[src/rtl/uart_tx.sv]
// 8N1 UART transmitter with valid/ready byte intake; one or two stop bits.
// Optional parity bit (8E1/8O1) is compiled in with `define UART_TX_PARITY_EN.
module uart_tx #(
   parameter int CLKS_PER_BIT = 10000,
   parameter int STOP_BITS    = 1,
   parameter int PARITY_ODD   = 0
) (
   input  logic       clk_i,
   input  logic       nreset_i,
   input  logic       valid_i,
   output logic       ready_o,
   input  logic [7:0] data_i,
   output logic       tx_o,
   output logic       busy_o
);

   localparam int            W_BAUD    = (CLKS_PER_BIT > 1) ? $clog2(CLKS_PER_BIT) : 1;
   localparam logic [W_BAUD-1:0] BAUD_LAST = W_BAUD'(CLKS_PER_BIT - 1);
   localparam logic          STOP_LAST = (STOP_BITS == 2) ? 1'b1 : 1'b0;

   typedef enum logic [2:0] {
      S_IDLE   = 3'd0,
      S_START  = 3'd1,
      S_DATA   = 3'd2,
      S_PARITY = 3'd3,
      S_STOP   = 3'd4
   } state_t;

   generate
      if (CLKS_PER_BIT < 4 || (STOP_BITS != 1 && STOP_BITS != 2) ||
          (PARITY_ODD != 0 && PARITY_ODD != 1)) begin : g_bad_param
         $error("uart_tx: illegal parameter combination");
      end
   endgenerate

   // Even parity is the XOR of the data bits; odd parity inverts it.
   function automatic logic parity_bit(input logic [7:0] data, input logic odd);
      parity_bit = (^data) ^ odd;
   endfunction

   state_t              r_state;
   logic [W_BAUD-1:0]   r_baud;
   logic [2:0]          r_bit_cnt;
   logic                r_stop_cnt;
   logic [7:0]          r_shift;
   logic                r_tx;
   logic                r_ready;
   logic                r_busy;
   logic                w_bit_end;
`ifdef UART_TX_PARITY_EN
   logic                r_parity;
`endif

   assign w_bit_end = (r_baud == BAUD_LAST);
   assign tx_o      = r_tx;
   assign ready_o   = r_ready;
   assign busy_o    = r_busy;

   // Frame sequencer: state, counters, shift register and registered outputs.
   always_ff @(posedge clk_i or negedge nreset_i) begin
      if (!nreset_i) begin
         r_state    <= S_IDLE;
         r_baud     <= '0;
         r_bit_cnt  <= 3'd0;
         r_stop_cnt <= 1'b0;
         r_shift    <= 8'h00;
         r_tx       <= 1'b1;
         r_ready    <= 1'b0;
         r_busy     <= 1'b0;
`ifdef UART_TX_PARITY_EN
         r_parity   <= 1'b0;
`endif
      end else begin
         if (r_state == S_IDLE || w_bit_end) begin
            r_baud <= '0;
         end else begin
            r_baud <= r_baud + W_BAUD'(1);
         end

         case (r_state)
            S_IDLE: begin
               if (valid_i && r_ready) begin
                  r_state    <= S_START;
                  r_shift    <= data_i;
                  r_bit_cnt  <= 3'd0;
                  r_stop_cnt <= 1'b0;
                  r_tx       <= 1'b0;
                  r_ready    <= 1'b0;
                  r_busy     <= 1'b1;
`ifdef UART_TX_PARITY_EN
                  r_parity   <= parity_bit(data_i, 1'(PARITY_ODD));
`endif
               end else begin
                  r_tx    <= 1'b1;
                  r_ready <= 1'b1;
                  r_busy  <= 1'b0;
               end
            end
            S_START: begin
               if (w_bit_end) begin
                  r_state <= S_DATA;
                  r_tx    <= r_shift[0];
               end
            end
            S_DATA: begin
               if (w_bit_end) begin
                  if (r_bit_cnt == 3'd7) begin
`ifdef UART_TX_PARITY_EN
                     r_state <= S_PARITY;
                     r_tx    <= r_parity;
`else
                     r_state <= S_STOP;
                     r_tx    <= 1'b1;
`endif
                  end else begin
                     // Next line level is the bit that shifts into position 0.
                     r_shift   <= {1'b0, r_shift[7:1]};
                     r_tx      <= r_shift[1];
                     r_bit_cnt <= r_bit_cnt + 3'd1;
                  end
               end
            end
`ifdef UART_TX_PARITY_EN
            S_PARITY: begin
               if (w_bit_end) begin
                  r_state <= S_STOP;
                  r_tx    <= 1'b1;
               end
            end
`endif
            S_STOP: begin
               if (w_bit_end) begin
                  if (r_stop_cnt == STOP_LAST) begin
                     r_state <= S_IDLE;
                     r_tx    <= 1'b1;
                     r_ready <= 1'b1;
                     r_busy  <= 1'b0;
                  end else begin
                     r_stop_cnt <= r_stop_cnt + 1'b1;
                  end
               end
            end
            default: begin
               r_state <= S_IDLE;
               r_tx    <= 1'b1;
               r_ready <= 1'b0;
               r_busy  <= 1'b0;
            end
         endcase
      end
   end

endmodule

[config.mk]
export PLATFORM = sky130hd
export DESIGN_NAME = uart_tx
export DESIGN_NICKNAME = d
export VERILOG_FILES = /design/src/rtl/uart_tx.sv
export SDC_FILE = /design/constraint.sdc
export NUM_CORES = 1
export LEC_CHECK = 0
export ABC_AREA = 1
export BUFFER_PORTS_ARGS = -buffer_cell sky130_fd_sc_hd__buf_2
export CAP_MARGIN = 10
export CORE_MARGIN = 1
export CORE_UTILIZATION = 45
export CTS_BUF_LIST = sky130_fd_sc_hd__clkbuf_4 sky130_fd_sc_hd__clkbuf_8
export CTS_CLUSTER_DIAMETER = 120
export CTS_CLUSTER_SIZE = 20
export DETAILED_ROUTE_END_ITERATION = 8
export PLACE_DENSITY = 0.68
export SLEW_MARGIN = 20
export SYNTH_ARGS = -nofsm -noshare
export SYNTH_HDL_FRONTEND = slang
export SYNTH_SLANG_ARGS = --single-unit
[constraint.sdc]
create_clock -name clk_i -period 2 [get_ports clk_i]
set_input_delay 0 -clock clk_i [delete_from_list [all_inputs] [get_ports clk_i]]
set_output_delay 0 -clock clk_i [all_outputs]
set_load 0.02 [all_outputs]
# [After elaboration in Yosys (flattened, before gate mapping)]
# Cells that the tools add are included.
[word_totals] ff_bits=32 inputBits=11 wordCells=67
[op_classes] addsub=3 eq_ne=12 mux=32 bitwise_logic=1 n_reduce_logical=11
[ops] operator="2-to-1 mux 3 bit" n=9
[ops] operator="2-to-1 mux 8 bit" n=3
[ops] operator="case mux 8 bit (2 select lines)" n=1
[ops] operator="adder 14 x 1 -> 14 bit, second input constant" n=1
[ops] operator="== test 14 bit, second input constant" n=1
[ops] operator="2-to-1 mux 14 bit" n=1
[ops] operator="2-to-1 mux 1 bit" n=12
[ops] operator="inequality test 2 bit, second input constant" n=6
[ops] operator="case mux 3 bit (4 select lines)" n=1
[ops] operator="AND reduction 4 bit" n=2
[ops] operator="== test 3 bit, second input constant" n=2
[ops] operator="case mux 1 bit (3 select lines)" n=2
[ops] operator="case mux 3 bit (2 select lines)" n=1
[ops] operator="AND reduction 3 bit" n=2
[ops] operator="AND reduction 6 bit" n=1
[ops] operator="case mux 1 bit (4 select lines)" n=1
[ops] operator="nonzero test 2 bit" n=2
[ops] operator="adder 3 x 1 -> 3 bit, second input constant" n=1
[ops] operator="== test 3 x 1 -> 1 bit, second input constant" n=1
[ops] operator="== test 3 x 2 -> 1 bit, second input constant" n=1
[ops] operator="zero test 3 bit" n=1
[ops] operator="inequality test 2 x 1 -> 1 bit, second input constant" n=1
[ops] operator="case mux 1 bit (2 select lines)" n=1
[ops] operator="OR reduction 2 bit" n=1
[ops] operator="other kinds (4)" n=4

# [Depth between registers and ports, before layout]
[logic_depth] depth_word=4 ltp_mapped=10 mapped_depth_nobuf=9

# [Worst setup path after synthesis]
# OpenSTA, ideal clock, no wires.
[synth_timing] kind="reg2reg" from="reg r_bit_cnt[0]" to="reg r_shift[1]" setup_time_ps=116 t_arrival_ps=1396 required_ps=1884 slack_ps=487 stages_incl_launch_ff=9 n_path_buf=1 cell_sequence="dfrtp_1 ha_1 ha_1 or2_4 nand2_4 nand2_4 buf_6 nand2_1 nand2_1"
[synth_via] elab_chain_len=3
[synth_lines] element="from (decl)" line="43" source="logic [2:0] r_bit_cnt;"
[synth_lines] element="from (signal assigned)" line="119" source="r_bit_cnt <= r_bit_cnt + 3'd1;"
[synth_lines] element="== test 3 bit" line="107" source="if (r_bit_cnt == 3'd7) begin"
[synth_lines] element="inequality test 2 bit (no line)"
[synth_lines] element="AND reduction 4 bit (no line)"
[synth_lines] element="to (signal assigned)" line="84" source="r_shift <= data_i;"
[synth_lines] element="to (signal assigned)" line="117" source="r_shift <= {1'b0, r_shift[7:1]};"
[synth_lines] element="to (decl)" line="45" source="logic [7:0] r_shift;"
# No other way between the ends.
# A chain may end at the register's enable or synchronous reset.

# [Worst setup path after layout]
[layout_timing] from="reg r_state[0]" to="reg r_bit_cnt[2]"
[layout_via] elab_chain_len=3
[layout_lines] element="from (decl)" line="41" source="state_t r_state;"
[layout_lines] element="from (signal assigned)" line="62" source="r_state <= S_IDLE;"
[layout_lines] element="from (signal assigned)" line="83" source="r_state <= S_START;"
[layout_lines] element="from (signal assigned)" line="101" source="r_state <= S_DATA;"
[layout_lines] element="== test 3 x 2 -> 1 bit or zero test 3 bit (tied branches)" line="80" source="case (r_state)"
[layout_lines] element="inequality test 2 bit (no line) (tied with other cells)"
[layout_lines] element="AND reduction 4 bit (no line)"
# Several ways; a longest one is shown, not always the timed one.

==> impl_metrics.json <==
{
  "outcome": "finished clean",
  "timing.final.hold_violations": 0,
  "clkTransAtPathRegs_ns": 0.07,
  "nNetsFinal": 265,
  "routedWlPerCell_um": 11.2,
  "syn_avg_cell_area_um2": 7.32,
  "clockBufferDepth": 2,
  "vias": 1443,
  "syn_to_final_growth_pct": 12.2,
  "grt_max_degree": 32,
  "antenna_cells": 0,
  "slew_violations": 0,
  "start_util_pct": 49.0,
  "grt_pass1_vias": 1299,
  "h-tree-depth": 2,
  "chipWidth_um": 63.4,
  "clock.fmax_mhz": 589,
  "yosysWarnings": 0,
  "finalWirelength_um": 3330,
  "finalCritPeriodShare_pct": 84.8,
  "relSlewSlack_pct": 54.6,
  "worst_slack_ns": 0.303,
  "clock-sinks": 31,
  "cts-root-buf": "clkbuf_8",
  "cellLeakagePower_uw": 0.00103,
  "antenna_found_initial": 0,
  "drc_errors": 0,
  "synthFlopType": "dfrtp_1",
  "start_kind": "flop",
  "ir_drop_v": 0.000462,
  "io_buffer_count": 13,
  "critical_path_class": "flop to flop",
  "globalplace.congestion": 0.820,
  "powerDensity_nw_per_um2": 1130,
  "setup_tns_ns": 0,
  "cts_tree": "yes",
  "syn_area_um2": 1700,
  "synth.distinct_cells": 28,
  "postRouteAntennaNets": 0,
  "synth-async-reset-ratio_pct": 100,
  "core_area_um2": 3470,
  "clk_latency_ns": 0.27,
  "period_needed_ns": 1.70,
  "arrival_ns": 1.90,
  "layout-drive-gt1-share_pct": 13.9,
  "num_io_pins": 14,
  "place_ws_ns": 0.307,
  "syn_nets": 246,
  "path_max_fanout": 14,
  "dp.cells": 288,
  "skew_ns": 0.00813,
  "dp_hpwl_um": 2450,
  "worst_pin_slew_ns": 0.681,
  "grt_overflow": 0,
  "synth_cells": 232,
  "register_area_um2": 777,
  "endpoint_kind": "flop",
  "grt_pass1_wl_um": 5620,
  "multi_input_area_um2": 803,
  "die_h_um": 63.4,
  "drt-pass1-iter-count": 6,
  "avgViaCountPerCell": 4.84,
  "n_fill_cell": 353,
  "drt_iter0_drc": 101,
  "ys_ff_latch": 31,
  "synth_edf_count": 0,
  "min_path_type": "input port to flop",
  "track_usage_pct": 17.9,
  "ys_seq_area_share_pct": 45.8,
  "die_area_um2": 4020,
  "rsz0062_at_grt": "no",
  "hold_ws_ns": 0.0667,
  "fin_cells": 298,
  "cts_buffers": 5,
  "required_ns": 2.21,
  "cap_violations": 0,
  "num_rows": 21,
  "setup_viol": 0
}
==> synthesized netlist by cell type, types with 2 or more instances <==
library cell	number	area (um^2)
nand3_1	17	85.1
nor3_1	9	45.0
inv_1	24	90.1
nand2_2	2	12.5
nand2_1	89	334
ha_1	3	37.5
nand2_4	3	33.8
nor2_1	27	101
o21ai_0	3	15.0
a21oi_1	3	15.0
dfrtp_1	30	751
o21ai_2	2	17.5
nor2_2	2	12.5
nand4_1	4	25.0
==> cells in the final DEF (no fill, tap or decap), types with 3 or more instances in the layout <==
master,n
a21oi_1,3
buf_2,13
clkbuf_8,5
dfrtp_1,30
ha_1,3
inv_1,24
nand2_1,89
nand2_4,3
nand3_1,17
nand4_1,4
nor2_1,27
nor3_1,9
o21ai_0,3
==> layer usage <==
metal / share of wire [%] / vias up / GRT usage (%)
met5: 0 / - / 0
met4: 1.5 / 0 / 6.82
met3: 3.5 / 6 / 4.53
met2: 44 / 26 / 27.8
met1: 51 / 651 / 23.9
li1: - / 760 / -
==> worst max-delay path, cell delays in order (launching register included) <==
cell	delay (ns)
dfrtp_1	0.40
nor2_2	0.13
nand2_1	0.24
inv_1	0.40
nand2_4	0.15
nand2_4	0.17
nand2_1	0.08
o21ai_2	0.06
==> metrics by stage <==
step / total power [uW] / utilization, % / area, um^2
CTS: 2180 / 54.9 / 1910
detailed placement: 1680 / 51.8 / 1800
floorplan: 1520 / - / 1700
global route: 2330 / 54.9 / 1910
global placement: 1670 / 51.8 / 1800
finish: 2150 / 54.9 / 1910
==> registers in the layout (all words and copies together), names as in the netlist <==
name,flops
r_shift,8
r_baud,14
ready_o,1
busy_o,1
r_bit_cnt,3
r_state,3
tx_o,1
==> cell families (layout without fill, tap and decap cells) <==
group / Yosys count / count (layout) / share of synthesized area, %
simple gates: 159 / 159 / 41.0
buf+inv: 28 / 48 / 6.93
xor+xnor: 2 / 2 / 1.03
fa+ha+maj: 3 / 3 / 2.21
compound gates: 9 / 9 / 3.09
flops: 31 / 31 / 45.8
==> worst paths after layout <==
check                                       start                  endpoint  slack [ns]  depth (start not counted)
setup reg to reg           r_state[0]$_DFFE_PN0P_  r_bit_cnt[2]$_DFFE_PN0P_        0.30                          7
min in group asynchronous                nreset_i       r_baud[6]$_DFF_PN0_        0.30                          2
hold reg to reg               r_baud[0]$_DFF_PN0_       r_baud[0]$_DFF_PN0_        0.46                          1
hold / removal                          data_i[0]    r_shift[0]$_DFFE_PN0P_        0.07                          5
max in group asynchronous                nreset_i    r_shift[2]$_DFFE_PN0P_        1.25                          2
setup / recovery           r_state[0]$_DFFE_PN0P_  r_bit_cnt[2]$_DFFE_PN0P_        0.30                          7
==> what timing repair did <==
action / in CTS / in global routing
hold buffers: 2 / 0
setup endpoints to repair: 0 / 0
hold endpoints to repair: 31 / 0
gates resized for setup: 0 / 0
setup buffers: 0 / 0
==> layout make-up <==
type | count | area share, %
multi-input combinational | 173 | 42.2
sequential | 31 | 40.8
inverter | 25 | 4.92
timing repair buffer | 15 | 4.46
clock buffer | 7 | 4.40
tap | 46 | 3.02
clock inverter | 1 | 0.263
==> report_power, final <==
group          switching [uW]  internal, uW
clock                     215           271
sequential               95.2           791
combinational             525           253
total                     835          1310
Power figures use the tool's default switching activity.
